[src/rtl/assert_value_monitor.sv]
// ---------------------------------------------------------------------------
// assert_value_monitor
//
// Multi-channel runtime value checker. Every rising edge it samples CHANNELS
// buses of WIDTH bits. After arming (en=1) it waits HOLDOFF edges, then flags
// any channel that breaks the rule selected by mode:
//   0 = fail if zero, 1 = fail if equal to ref_val,
//   2 = fail if changed since previous edge, 3 = no check.
// Results: per-channel fail_vec (last check edge only), a sticky flag, a
// saturating count of failing check edges and the first failing channel.
//
// Ports
//   clk         sampling clock, rising edge
//   rst_n       asynchronous active-low reset
//   en          arm; 0 forces IDLE
//   clr         synchronous clear of result registers, suppresses checking
//   mode[1:0]   rule select
//   ref_val     reference value for mode 1
//   data        channel i on bits [i*WIDTH +: WIDTH]
//   armed       high while checking is active (state CHECK)
//   fail_vec    per-channel failure at the last check edge
//   fail_sticky set on any failure, held until clr or reset
//   fail_count  failing check edges, saturating
//   first_ch    lowest failing channel at the first failure since clear
// ---------------------------------------------------------------------------
module assert_value_monitor #(
    parameter int WIDTH    = 5,
    parameter int CHANNELS = 3,
    parameter int HOLDOFF  = 2,
    parameter int CNT_W    = 8,
    localparam int CH_W    = (CHANNELS > 1) ? $clog2(CHANNELS) : 1
) (
    input  logic                      clk,
    input  logic                      rst_n,
    input  logic                      en,
    input  logic                      clr,
    input  logic [1:0]                mode,
    input  logic [WIDTH-1:0]          ref_val,
    input  logic [CHANNELS*WIDTH-1:0] data,
    output logic                      armed,
    output logic [CHANNELS-1:0]       fail_vec,
    output logic                      fail_sticky,
    output logic [CNT_W-1:0]          fail_count,
    output logic [CH_W-1:0]           first_ch
);

    localparam int HC_W = (HOLDOFF > 1) ? $clog2(HOLDOFF) : 1;
    localparam logic [HC_W-1:0] HOLD_LAST = HC_W'((HOLDOFF > 0) ? HOLDOFF - 1 : 0);

    typedef enum logic [1:0] {
        IDLE  = 2'd0,
        HOLD  = 2'd1,
        CHECK = 2'd2
    } state_t;

    state_t                      state, state_nxt;
    logic [HC_W-1:0]             hcnt, hcnt_nxt;
    logic [CHANNELS*WIDTH-1:0]   prev;
    logic [CHANNELS-1:0]         fail;
    logic [CH_W-1:0]             low_idx;
    logic                        check_edge;

    // Per-channel rule. A channel passes only when its value is fully known
    // and satisfies the rule: an X/Z makes the 'known' term unknown, the if
    // falls through to its default and the channel fails, which surfaces
    // undriven buses. For 0/1 values 'known' is constant true.
    function automatic logic chan_fail(input logic [1:0]       m,
                                       input logic [WIDTH-1:0] ch,
                                       input logic [WIDTH-1:0] pv,
                                       input logic [WIDTH-1:0] rv);
        logic ok;
        logic known;
        ok    = 1'b0;
        known = (^ch == 1'b0) || (^ch == 1'b1);
        case (m)
            2'd0:    if (known && (ch != '0)) ok = 1'b1;
            2'd1:    if (known && (ch != rv)) ok = 1'b1;
            2'd2:    if (known && (ch == pv)) ok = 1'b1;
            default: ok = 1'b1;
        endcase
        return !ok;
    endfunction

    // Next-state logic.
    // NOTE: every signal written in an always_comb gets a default first, so no
    // path leaves it unassigned and no latch is inferred.
    always_comb begin
        state_nxt = state;
        hcnt_nxt  = hcnt;
        case (state)
            IDLE: begin
                if (en) begin
                    if (HOLDOFF == 0) begin
                        state_nxt = CHECK;
                    end else begin
                        state_nxt = HOLD;
                        hcnt_nxt  = '0;
                    end
                end
            end
            HOLD: begin
                if (!en)                    state_nxt = IDLE;
                else if (hcnt == HOLD_LAST) state_nxt = CHECK;
                else                        hcnt_nxt  = hcnt + 1'b1;
            end
            CHECK: begin
                if (!en) state_nxt = IDLE;
            end
            default: state_nxt = IDLE;
        endcase
    end

    always_comb begin
        fail = '0;
        for (int i = 0; i < CHANNELS; i++) begin
            fail[i] = chan_fail(mode, data[i*WIDTH +: WIDTH],
                                prev[i*WIDTH +: WIDTH], ref_val);
        end
    end

    // Lowest set index: scan downwards so the last hit is the smallest.
    always_comb begin
        low_idx = '0;
        for (int i = CHANNELS - 1; i >= 0; i--) begin
            if (fail[i]) low_idx = CH_W'(i);
        end
    end

    assign check_edge = (state == CHECK) && en && !clr;
    assign armed      = (state == CHECK);

    // NOTE: sequential state uses non-blocking assignments only, so every
    // register samples pre-edge values regardless of statement order.
    always_ff @(posedge clk or negedge rst_n) begin
        if (!rst_n) begin
            state       <= IDLE;
            hcnt        <= '0;
            prev        <= '0;
            fail_vec    <= '0;
            fail_sticky <= 1'b0;
            fail_count  <= '0;
            first_ch    <= '0;
        end else begin
            state <= state_nxt;
            hcnt  <= hcnt_nxt;
            // prev follows data whenever armed-or-arming, so in CHECK it
            // always holds the previous edge's sample.
            if (en) prev <= data;

            if (clr) begin
                fail_vec    <= '0;
                fail_sticky <= 1'b0;
                fail_count  <= '0;
                first_ch    <= '0;
            end else if (check_edge) begin
                fail_vec <= fail;
                if (|fail) begin
                    fail_sticky <= 1'b1;
                    if (fail_count != '1) fail_count <= fail_count + 1'b1;
                    if (!fail_sticky)     first_ch   <= low_idx;
                end
            end else begin
                fail_vec <= '0;
            end
        end
    end

endmodule
[config.mk]
export PLATFORM = sky130hd
export DESIGN_NAME = assert_value_monitor
export DESIGN_NICKNAME = d
export VERILOG_FILES = /design/src/rtl/assert_value_monitor.sv
export SDC_FILE = /design/constraint.sdc
export NUM_CORES = 1
export LEC_CHECK = 0
export ABC_AREA = 1
export BUFFER_PORTS_ARGS = -buffer_cell sky130_fd_sc_hd__buf_2
export CAP_MARGIN = 20
export CORE_MARGIN = 2
export CORE_UTILIZATION = 30
export CTS_CLUSTER_DIAMETER = 200
export DETAILED_ROUTE_END_ITERATION = 12
export GPL_ROUTABILITY_DRIVEN = 0
export SLEW_MARGIN = 5
export SYNTH_ARGS = -nofsm -noshare
export SYNTH_HDL_FRONTEND = slang
export SYNTH_SLANG_ARGS = --single-unit
[constraint.sdc]
create_clock -name clk -period 4.2 [get_ports clk]
set_clock_uncertainty 0.1 [all_clocks]
set_input_delay 1.05 -clock clk [delete_from_list [all_inputs] [get_ports clk]]
set_output_delay 1.05 -clock clk [all_outputs]
set_load 0.05 [all_outputs]
==> impl_metrics.sql <==
INSERT INTO impl_metrics (metric_group, metric, value, unit) VALUES
('timing', 'layout_min_cycle_time', '2.34', 'ns'),
('timing', 'min_period_over_period', '55.6', '%'),
('global_routing', 'grt_pass1_vias', '1814', ''),
('cells_and_area', 'total_area_of_multi_input_combinational_cells', '1030', 'µm²'),
('clock_tree', 'clock_tree.root_cell', 'clkbuf_8', ''),
('worst_hold_path', 'worst_hold_path_type', 'reg2reg', ''),
('timing', 'fmaxAchievable', '428', 'MHz'),
('job', 'maxCapViolations', '0', ''),
('route', 'route.vias.total', '1978', ''),
('cells_and_area', 'seq_area', '801', 'µm²'),
('synth', 'postSynthCellCount', '314', ''),
('setup_path', 'timing.critical_path.slowest_stage_cell', 'dfrtp_1', ''),
('run_status', 'status', 'finished clean', ''),
('floorplanning', 'die_w', '86.7', 'µm'),
('worst_hold_path', 'timing.hold.worst_path_depth', '1', ''),
('setup_path', 'timing.critical_path.required', '3.05', 'ns'),
('setup_path', 'crit_path_max_incr_delay', '0.40', 'ns'),
('route', 'drt-vias-per-instance', '4.53', ''),
('route', 'drt_first_iter_violations', '131', ''),
('floorplanning', 'design.core.area', '6720', 'µm²'),
('synth', 'synth_top_area_share', '39.0', '%'),
('global_routing', 'globalRouteTotalUtil', '13.7', '%'),
('route', 'remaining_drc_errors', '0', ''),
('timing', 'timing.final.max_slew_violations', '0', ''),
('setup_path', 'worst_path_cell_chain', 'nor2_1 -> buf_2', ''),
('setup_path', 'cp.arrival', '1.19', 'ns'),
('synth', 'synth.largest_area_cell', 'dfrtp_1', ''),
('floorplanning', 'initial_core_util', '30.5', '%'),
('power_and_ir_drop', 'lkg_pwr', '1.39', 'nW'),
('synth', 'synth-warning-count', '0', ''),
('clock_tree', 'cts_tree', 'done', ''),
('worst_hold_path', 'hold_end', 'state[0]$_DFFE_PN0P_', ''),
('power_and_ir_drop', 'fin_total_pwr', '858', 'µW'),
('setup_path', 'kind_of_start_point_of_the_critical_path', 'register', ''),
('timing', 'finalSetupViolations', '0', ''),
('timing', 'setup_tns', '0', 'ns'),
('setup_path', 'endpoint_of_the_worst_slack_reg_to_reg_timing_path', 'fail_count[6]$_DFFE_PN0P_', ''),
('global_routing', 'grt_first_pass_wirelength', '8210', 'µm'),
('power_and_ir_drop', 'vdd_drop_max', '0.145', 'mV'),
('route', 'ant_nets', '0', ''),
('setup_path', 'ff2ff_path_depth', '11', ''),
('cells_and_area', 'drive_gt1_share', '18.8', '%'),
('cells_and_area', 'area.growth.synth_to_final', '19.5', '%'),
('cells_and_area', 'final_nets', '383', ''),
('cells_and_area', 'postLayoutCoreUtil', '36.5', '%'),
('clock_tree', 'cts_inserted_buffers', '5', ''),
('synth', 'async_reset_ff_share', '100', '%'),
('clock_tree', 'cts.path.max_buffers', '2', ''),
('timing', 'hold_viol', '0', ''),
('setup_path', 'critical_path_class', 'reg2out', ''),
('synth', 'average_instance_area_after_synthesis', '6.53', 'µm²'),
('timing', 'relSlewSlack', '50.4', '%'),
('synth', 'synth.lib_cells_used.distinct', '24', ''),
('place', 'port_buffer_count', '40', ''),
('setup_path', 'cp-end-kind', 'primary output', ''),
('route', 'dr.pass1.iters', '4', ''),
('cells_and_area', 'final.fill_count', '730', ''),
('clock_tree', 'cts.hold.buffers_added', '0', ''),
('synth', 'synth_area', '2050', 'µm²'),
('floorplanning', 'dieHeight', '86.7', 'µm'),
('synth', 'synth_seq_cells', '32', ''),
('place', 'hpwlAfterDp', '3700', 'µm'),
('synth', 'dominantRegCellSynth', 'dfrtp_1', ''),
('global_routing', 'grt_start_max_net_pins', '34', ''),
('global_routing', 'initial_antenna_violation_count', '0', ''),
('route', 'avg_wl_per_cell', '10.8', 'µm'),
('synth', 'synth-seq-area-share', '39.0', '%'),
('clock_tree', 'sink_count', '32', ''),
('clock_tree', 'cts_setup_buffers', '0', ''),
('clock_tree', 'cts_repair_resize_count', '0', ''),
('cells_and_area', 'antenna_cell_count', '0', '');
where the power goes:
group          leakage [nW]  total, mW  switching, mW  internal, mW
Sequential            0.410      0.351         0.0173         0.334
Clock                0.0645      0.321          0.112         0.209
Combinational         0.916      0.185          0.129        0.0563
cells in the final DEF (no fill, tap or decap):
cell type	count
o21ai_0	20
nor2_2	2
clkbuf_8	7
a21oi_1	11
dfrtp_1	32
nand2_4	1
nor2_4	1
buf_2	40
nand2_1	112
nand4_1	11
xor2_1	4
nand3_2	2
inv_1	42
a21oi_2	2
nand2_2	3
o21ai_1	2
clkinv_1	1
ha_1	1
nand3_1	15
xnor2_1	3
nor2_1	34
nor3_1	2
inv_2	8
bufinv_16	1
worst max-delay path, delay by kind of cell (launching register included):
family                 cells  cell delay, ns
DFF                        1            0.40
buffers and inverters      1            0.30
and+or+nand+nor            1            0.20
cells in the mapped netlist (2+ instances only):
cell and instances:
a21oi_1 11, a21oi_2 2, clkbuf_1 3, dfrtp_1 32, inv_1 42, inv_2 8
nand2_1 112, nand2_2 3, nand3_1 15, nand3_2 2, nand4_1 11, nor2_1 34
nor2_2 2, nor3_1 2, o21ai_0 20, o21ai_1 2, xnor2_1 3, xor2_1 4
flip-flops by register name, summed over array words and instances, names as in the netlist:
register / cells
prev: 15
fail_count: 8
fail_vec: 3
first_ch: 2
state: 2
fail_sticky: 1
hcnt: 1
cell families after synthesis:
kind of cell / count (synthesis) / synth area share, %
XOR/XNOR: 7 / 2.99
AO/OA/AOI/OAI: 35 / 8.90
flip-flops: 32 / 39.0
adder cells (fa/ha/maj): 1 / 0.610
AND/OR/NAND/NOR: 183 / 37.8
buffers and inverters: 56 / 10.7
how the worst max path moves through the flow:
stage	from	endpoint	slack, ns	depth (start not counted)
after floorplan	state[0]$_DFFE_PN0P_	armed	1.96	1
after global placement	en	fail_count[7]$_DFFE_PN0P_	1.65	6
after detailed placement	en	fail_count[6]$_DFFE_PN0P_	1.60	6
after CTS	state[0]$_DFFE_PN0P_	armed	1.85	2
after global routing	en	fail_count[6]$_DFFE_PN0P_	1.70	6
final	state[0]$_DFFE_PN0P_	armed	1.86	2
metal layers:
layer  up-vias  GRT usage (%)  wire length (µm)
li1       1058              -                 -
met1       880           18.3              2310
met2        33           21.5              2110
met3         7           3.52               213
met4         0           4.69                84
met5         -              0                 0
through the flow:
| stage | setup WS (ns) | instance area [µm²] | std cells |
|---|---|---|---|
| 6_report | 1.86 | 2450 | 437 |
| 3_5_place_dp | 1.60 | 2320 | 429 |
| 3_3_place_gp | 1.65 | 2320 | 429 |
| 5_1_grt | 1.70 | 2450 | 437 |
| 4_1_cts | 1.85 | 2450 | 437 |
| 2_1_floorplan | 1.96 | 2050 | 314 |
cell type report:
type,instances,area share [%]
clock buffer,7,3.93
inverter,51,7.81
tap,80,4.08
clock inverter,1,1.23
sequential,32,32.7
multi-input combinational,226,42.1
timing repair buffer,40,8.17
Power figures use the tool's default switching activity.
